<file path="config.mk">
export PLATFORM = sky130hd
export DESIGN_NAME = serial_frame_receiver
export DESIGN_NICKNAME = d
export VERILOG_FILES = /design/src/rtl/serial_frame_receiver.sv
export SDC_FILE = /design/constraint.sdc
export NUM_CORES = 1
export LEC_CHECK = 0
export ABC_AREA = 0
export CORE_ASPECT_RATIO = 0.75
export CORE_MARGIN = 8
export CORE_UTILIZATION = 30
export CTS_CLUSTER_DIAMETER = 150
export DETAILED_ROUTE_END_ITERATION = 10
export SLEW_MARGIN = 20
export SYNTH_ARGS = -nofsm -noshare
export SYNTH_HDL_FRONTEND = slang
export SYNTH_SLANG_ARGS = --single-unit
</file>
<file path="constraint.sdc">
create_clock -name clk -period 2.2 [get_ports clk]
set_clock_uncertainty 0.1 [all_clocks]
set_input_delay 0.44 -clock clk [delete_from_list [all_inputs] [get_ports clk]]
set_output_delay 0.44 -clock clk [all_outputs]
set_load 0.05 [all_outputs]
</file>
<file path="src/rtl/serial_frame_receiver.sv">
// serial_frame_receiver
//   Deserialises LSB-first frames from one serial line: start bit,
//   DATA_WIDTH data bits, optional parity bit, STOP_BITS stop bits.
//   Each bit lasts CLKS_PER_BIT clocks and is sampled once, mid-bit.
//   A start bit that has gone away by mid-bit is rejected as a glitch.
//   A finished frame goes into a one-entry output register with
//   parity/framing status.
//
// Ports
//   clk        in   system clock
//   arst_n     in   asynchronous active-low reset
//   in         in   serial line, already synchronous to clk
//   out_data   out  received data, bit 0 = first bit on the line
//   out_valid  out  output register holds a frame
//   out_ready  in   consumer takes the frame
//   parity_err out  parity mismatch of the held frame (0 when no parity)
//   frame_err  out  a stop bit of the held frame was not STOP_LEVEL
//   overflow   out  one-cycle pulse: a finished frame was lost (register full)
//   dbg_state  out  current FSM state, for observation only
//
// Handshake: the frame in the output register is transferred on every clock
// edge where out_valid && out_ready. While out_valid is high and out_ready is
// low, out_data/parity_err/frame_err do not change.
module serial_frame_receiver #(
  parameter int DATA_WIDTH   = 8,
  parameter int CLKS_PER_BIT = 1,
  parameter int PARITY_MODE  = 1,
  parameter int STOP_BITS    = 1,
  parameter int START_LEVEL  = 1,
  parameter int STOP_LEVEL   = 1,
  parameter int ERR_DROP     = 0
) (
  input  logic                  clk,
  input  logic                  arst_n,
  input  logic                  in,
  output logic [DATA_WIDTH-1:0] out_data,
  output logic                  out_valid,
  input  logic                  out_ready,
  output logic                  parity_err,
  output logic                  frame_err,
  output logic                  overflow,
  output logic [2:0]            dbg_state
);

  localparam int   CW      = (CLKS_PER_BIT > 1) ? $clog2(CLKS_PER_BIT) : 1;
  localparam int   IW      = $clog2(DATA_WIDTH + 1);
  localparam int   HALF    = CLKS_PER_BIT / 2;
  localparam logic L_START = 1'(START_LEVEL);
  localparam logic L_STOP  = 1'(STOP_LEVEL);

  typedef enum logic [2:0] {
    S_IDLE   = 3'd0,
    S_START  = 3'd1,
    S_DATA   = 3'd2,
    S_PARITY = 3'd3,
    S_STOP   = 3'd4
  } state_t;

  state_t                r_state;
  logic [CW-1:0]         r_bit_cnt;
  logic [IW-1:0]         r_idx;
  logic [DATA_WIDTH-1:0] r_shift;
  logic                  r_par_err;
  logic                  r_frm_err;

  logic [DATA_WIDTH-1:0] r_out_data;
  logic                  r_out_valid;
  logic                  r_out_pe;
  logic                  r_out_fe;
  logic                  r_ovf;

  state_t                w_nstate;
  logic [CW-1:0]         w_nbit;
  logic [IW-1:0]         w_nidx;
  logic [DATA_WIDTH-1:0] w_nshift;
  logic                  w_npe;
  logic                  w_nfe;
  logic                  w_done;
  logic                  w_sample;
  logic                  w_last;
  logic [CW-1:0]         w_bit_inc;
  logic                  w_par_x;
  logic                  w_accept;
  logic                  w_keep;

  // With CLKS_PER_BIT==1 the counter is stuck at 0, so every cycle is both
  // the sample cycle and the last cycle of its bit.
  assign w_sample  = (r_bit_cnt == CW'(HALF));
  assign w_last    = (r_bit_cnt == CW'(CLKS_PER_BIT - 1));
  assign w_bit_inc = w_last ? '0 : r_bit_cnt + CW'(1);
  assign w_par_x   = (^r_shift) ^ in;

  always_comb begin
    w_nstate = r_state;
    w_nbit   = r_bit_cnt;
    w_nidx   = r_idx;
    w_nshift = r_shift;
    w_npe    = r_par_err;
    w_nfe    = r_frm_err;
    w_done   = 1'b0;
    case (r_state)
      S_IDLE: begin
        w_nbit = '0;
        w_nidx = '0;
        w_npe  = 1'b0;
        w_nfe  = 1'b0;
        // The detecting cycle is clock 0 of the start bit.
        if (in == L_START) begin
          if (CLKS_PER_BIT == 1) begin
            w_nstate = S_DATA;
          end else begin
            w_nstate = S_START;
            w_nbit   = CW'(1);
          end
        end
      end
      S_START: begin
        w_nbit = w_bit_inc;
        if (w_sample && (in != L_START)) begin
          w_nstate = S_IDLE;
          w_nbit   = '0;
        end else if (w_last) begin
          w_nstate = S_DATA;
        end
      end
      S_DATA: begin
        w_nbit = w_bit_inc;
        // Shift in at the MSB end so the first bit ends up in bit 0.
        if (w_sample) begin
          w_nshift = (r_shift >> 1) | (DATA_WIDTH'(in) << (DATA_WIDTH - 1));
        end
        if (w_last) begin
          if (r_idx == IW'(DATA_WIDTH - 1)) begin
            w_nidx   = '0;
            w_nstate = (PARITY_MODE == 0) ? S_STOP : S_PARITY;
          end else begin
            w_nidx = r_idx + IW'(1);
          end
        end
      end
      S_PARITY: begin
        w_nbit = w_bit_inc;
        if (w_sample) begin
          w_npe = (PARITY_MODE == 2) ? ~w_par_x : w_par_x;
        end
        if (w_last) begin
          w_nidx   = '0;
          w_nstate = S_STOP;
        end
      end
      S_STOP: begin
        w_nbit = w_bit_inc;
        if (w_sample && (in != L_STOP)) begin
          w_nfe = 1'b1;
        end
        if (w_last) begin
          if (r_idx == IW'(STOP_BITS - 1)) begin
            w_done   = 1'b1;
            w_nidx   = '0;
            w_nstate = S_IDLE;
          end else begin
            w_nidx = r_idx + IW'(1);
          end
        end
      end
      default: begin
        w_nstate = S_IDLE;
        w_nbit   = '0;
        w_nidx   = '0;
      end
    endcase
  end

  always_ff @(posedge clk or negedge arst_n) begin
    if (!arst_n) begin
      r_state   <= S_IDLE;
      r_bit_cnt <= '0;
      r_idx     <= '0;
      r_shift   <= '0;
      r_par_err <= 1'b0;
      r_frm_err <= 1'b0;
    end else begin
      r_state   <= w_nstate;
      r_bit_cnt <= w_nbit;
      r_idx     <= w_nidx;
      r_shift   <= w_nshift;
      r_par_err <= w_npe;
      r_frm_err <= w_nfe;
    end
  end

  // On the completion cycle w_nfe already includes a stop sample taken in
  // that same cycle, so the loaded flags are final.
  assign w_accept = r_out_valid && out_ready;
  assign w_keep   = !((ERR_DROP != 0) && (w_npe || w_nfe));

  always_ff @(posedge clk or negedge arst_n) begin
    if (!arst_n) begin
      r_out_data  <= '0;
      r_out_valid <= 1'b0;
      r_out_pe    <= 1'b0;
      r_out_fe    <= 1'b0;
      r_ovf       <= 1'b0;
    end else begin
      r_ovf <= 1'b0;
      if (w_accept) begin
        r_out_valid <= 1'b0;
      end
      if (w_done && w_keep) begin
        // A register emptied by this cycle's accept can take the new frame.
        if (!r_out_valid || w_accept) begin
          r_out_valid <= 1'b1;
          r_out_data  <= w_nshift;
          r_out_pe    <= w_npe;
          r_out_fe    <= w_nfe;
        end else begin
          r_ovf <= 1'b1;
        end
      end
    end
  end

  assign out_data   = r_out_data;
  assign out_valid  = r_out_valid;
  assign parity_err = r_out_pe;
  assign frame_err  = r_out_fe;
  assign overflow   = r_ovf;
  assign dbg_state  = r_state;

endmodule

</file>
==> impl_results.md <==
* Crit path depth at 1
* Tot GR Track Use at 0.07206
* Synth area leader: dfrtp_1
* Slowest stage cell on the critical path: clkdlybuf4s50_1
* Initial DRC Count at 27
* Cells after Synth at 102
* Core area at 4388 µm²
* Crit. End Element: primary output
* Ant diodes at 0
* Pins over their slew limit at 0
* Post-synthesis net count at 108
* DPL Wire Length at 1715 µm
* Initial Utilization at 0.3062
* Crit path DAT at 1440 ps
* Top Family by Delay on Critical Path: buffers and inverters
* Netlist Area Pre-Place at 1344 µm²
* Commonest non-fill, non-tap cell in the layout: dfrtp_1
* Setup-failing EPs final at 0
* Clock-pin slew on the worst setup and hold paths at 70 ps
* Ys Warns at 0
* CTS max path bufs at 2
* Final WL at 2389 µm
* Worst R2R Start: dbg_state[0]
* Critical Path RT at 1660 ps
* Asr flop ratio synth at 1.000
* Initial antenna violation count at 0
* Nets at 133
* Synthesized area per cell at 13.17 µm²
* Htree depth at 2
* Commonest non-fill, non-tap cells in the layout: 29 x dfrtp_1, 15 x clkdlybuf4s50_1, 8 x buf_4, 7 x mux2_4, 7 x mux2_2
* CTS Hold Bufs at 0
* Synth Flop Type: dfrtp_1
* Buffers plus inverters on the worst setup path at 1
* Crit-path cells: clkdlybuf4s50_1
* I/O Buffers at 18
* DRC viols at 0
* Sink Count at 29
* CTS tree: done
* Fmax at 0.5044 GHz
* Min-Delay Path Class: reg -> reg
* Crit path max fanout at 2
* Main area contributors after synthesis: dfrtp_1 54%, mux2_4 7.8%, mux2_2 5.9%
* Unique masters post-synth at 32
* Slew headroom at 0.6602
* Worst Max-Slew Pin Slew at 508.1 ps
* R2R setup slack at 340 ps
* First-pass GRT wire length at 3884 µm
* Hold endpoint: parity_err
* Crit path launch type: register
* Layout area overhead at 24.58%
* Synthesized flop and latch total at 29
* Grt ovf at 0
* Unrepaired setup endpoints after global routing: false
* EDFF count, synth at 0
* Detail Route Antenna Nets at 0
* Placer congestion estimate at 0.7029
* Critical path class: reg -> out
* Vias in the first global route at 829
* Post-CTS setup-driven buffer insertion count at 0
* Via/cell ratio at 4.400
* Ports at 19
* Worst hold stages at 2
* Fillers at 420
* Min-delay src: parity_err
* Max_cap viols at 0
* Post-synthesis sequential area ratio at 0.5400
* Largest net degree at the start of global routing at 30
* Die area at 6899 µm²
* Setup tns final at 0 ps
* CTS Buf Count at 5
* CTS resizes at 0
* Status: finished, final reports clean
* Via count at 814
* Post-synth top area share at 0.5400
* CP peak stage delay at 810 ps
* # rows at 21
* Cells on worst reg2reg path at 4
* Die Ht at 73.96 µm
* Share of post-route cells with drive strength above 1 at 0.2578
* DR WL/cell at 12.91 µm
* Chip width at 93.28 µm
* Fin. Hold Viols at 0
* Part of the cycle the worst path needs at 0.9012
* Worst skew pair latency at 280 ps
* Clock Root Buffer: clkbuf_8
* Pre-antenna DRT Iters at 4
* Final min period at 1983 ps
* Reg2reg end: out_data[7]
## layer usage
metal  global-route usage  wire (µm)
met1              0.09140       1177
met2               0.1037       1023
met3              0.03125        162
met4              0.03203         25
met5                    0          0
## per-stage QoR
stage	setup slack, ps	util	area [µm²]	hold WS, ps	std cells
2_1_floorplan	223.1	-	1344	44.41	102
3_3_place_gp	335.8	0.3618	1588	366.0	177
3_5_place_dp	326.0	0.3618	1588	381.4	177
4_1_cts	199.0	0.3815	1674	395.1	185
5_1_grt	161.4	0.3815	1674	424.7	185
6_report	217.4	0.3815	1674	384.0	185
## logic make-up (layout without fill, tap and decap cells)
family / after synthesis / count (layout) / share of synthesized area
muxes: 18 / 18 / 0.1695
xor gates and xnor gates: 10 / 10 / 0.07542
adders and majority gates: 2 / 2 / 0.01862
and+or+nand+nor: 24 / 24 / 0.1090
buffers and inverters: 8 / 34 / 0.03631
AOI/OAI and AO/OA: 11 / 11 / 0.05121
DFF: 29 / 29 / 0.5400
## worst max path at each step
stage                      start     endpoint
finish               out_data[7]  out_data[7]
global route         out_data[6]  out_data[6]
CTS                  out_data[7]  out_data[7]
detailed placement     out_ready  out_data[0]
global placement       out_ready  out_data[7]
floorplan           dbg_state[1]  out_data[1]
## synth_stat cells, types with 2 or more instances
cell	n
a21oi_1	2
buf_2	3
buf_6	2
dfrtp_1	29
ha_1	2
inv_1	3
mux2_1	3
mux2_2	7
mux2_4	7
nand2_1	5
nand2b_1	3
nand3_1	3
nor2_1	3
nor3_1	2
o21ai_0	2
o21ai_1	3
xnor2_1	6
xor2_1	3
## registers in the layout (all words and copies together) (netlist names)
| register | flops |
|---|---|
| r_frm_err | 1 |
| r_idx | 4 |
| parity_err | 1 |
| r_shift | 8 |
| frame_err | 1 |
| overflow | 1 |
| dbg_state | 3 |
| out_valid | 1 |
| r_par_err | 1 |
| out_data | 8 |
## area by class of cell
class / count / area [µm²] / share of cell area
Sequential cell: 29 / 725.7 / 0.4335
Clock inverter: 3 / 17.52 / 0.01046
Tap cell: 57 / 71.32 / 0.04260
Clock buffer: 5 / 68.82 / 0.04111
Timing Repair Buffer: 23 / 210.2 / 0.1256
Inverter: 3 / 11.26 / 0.006726
Multi-Input combinational cell: 65 / 569.3 / 0.3401
Power is not shown: default switching activity piles up to over one toggle a cycle in this logic, so the estimate is an artifact.
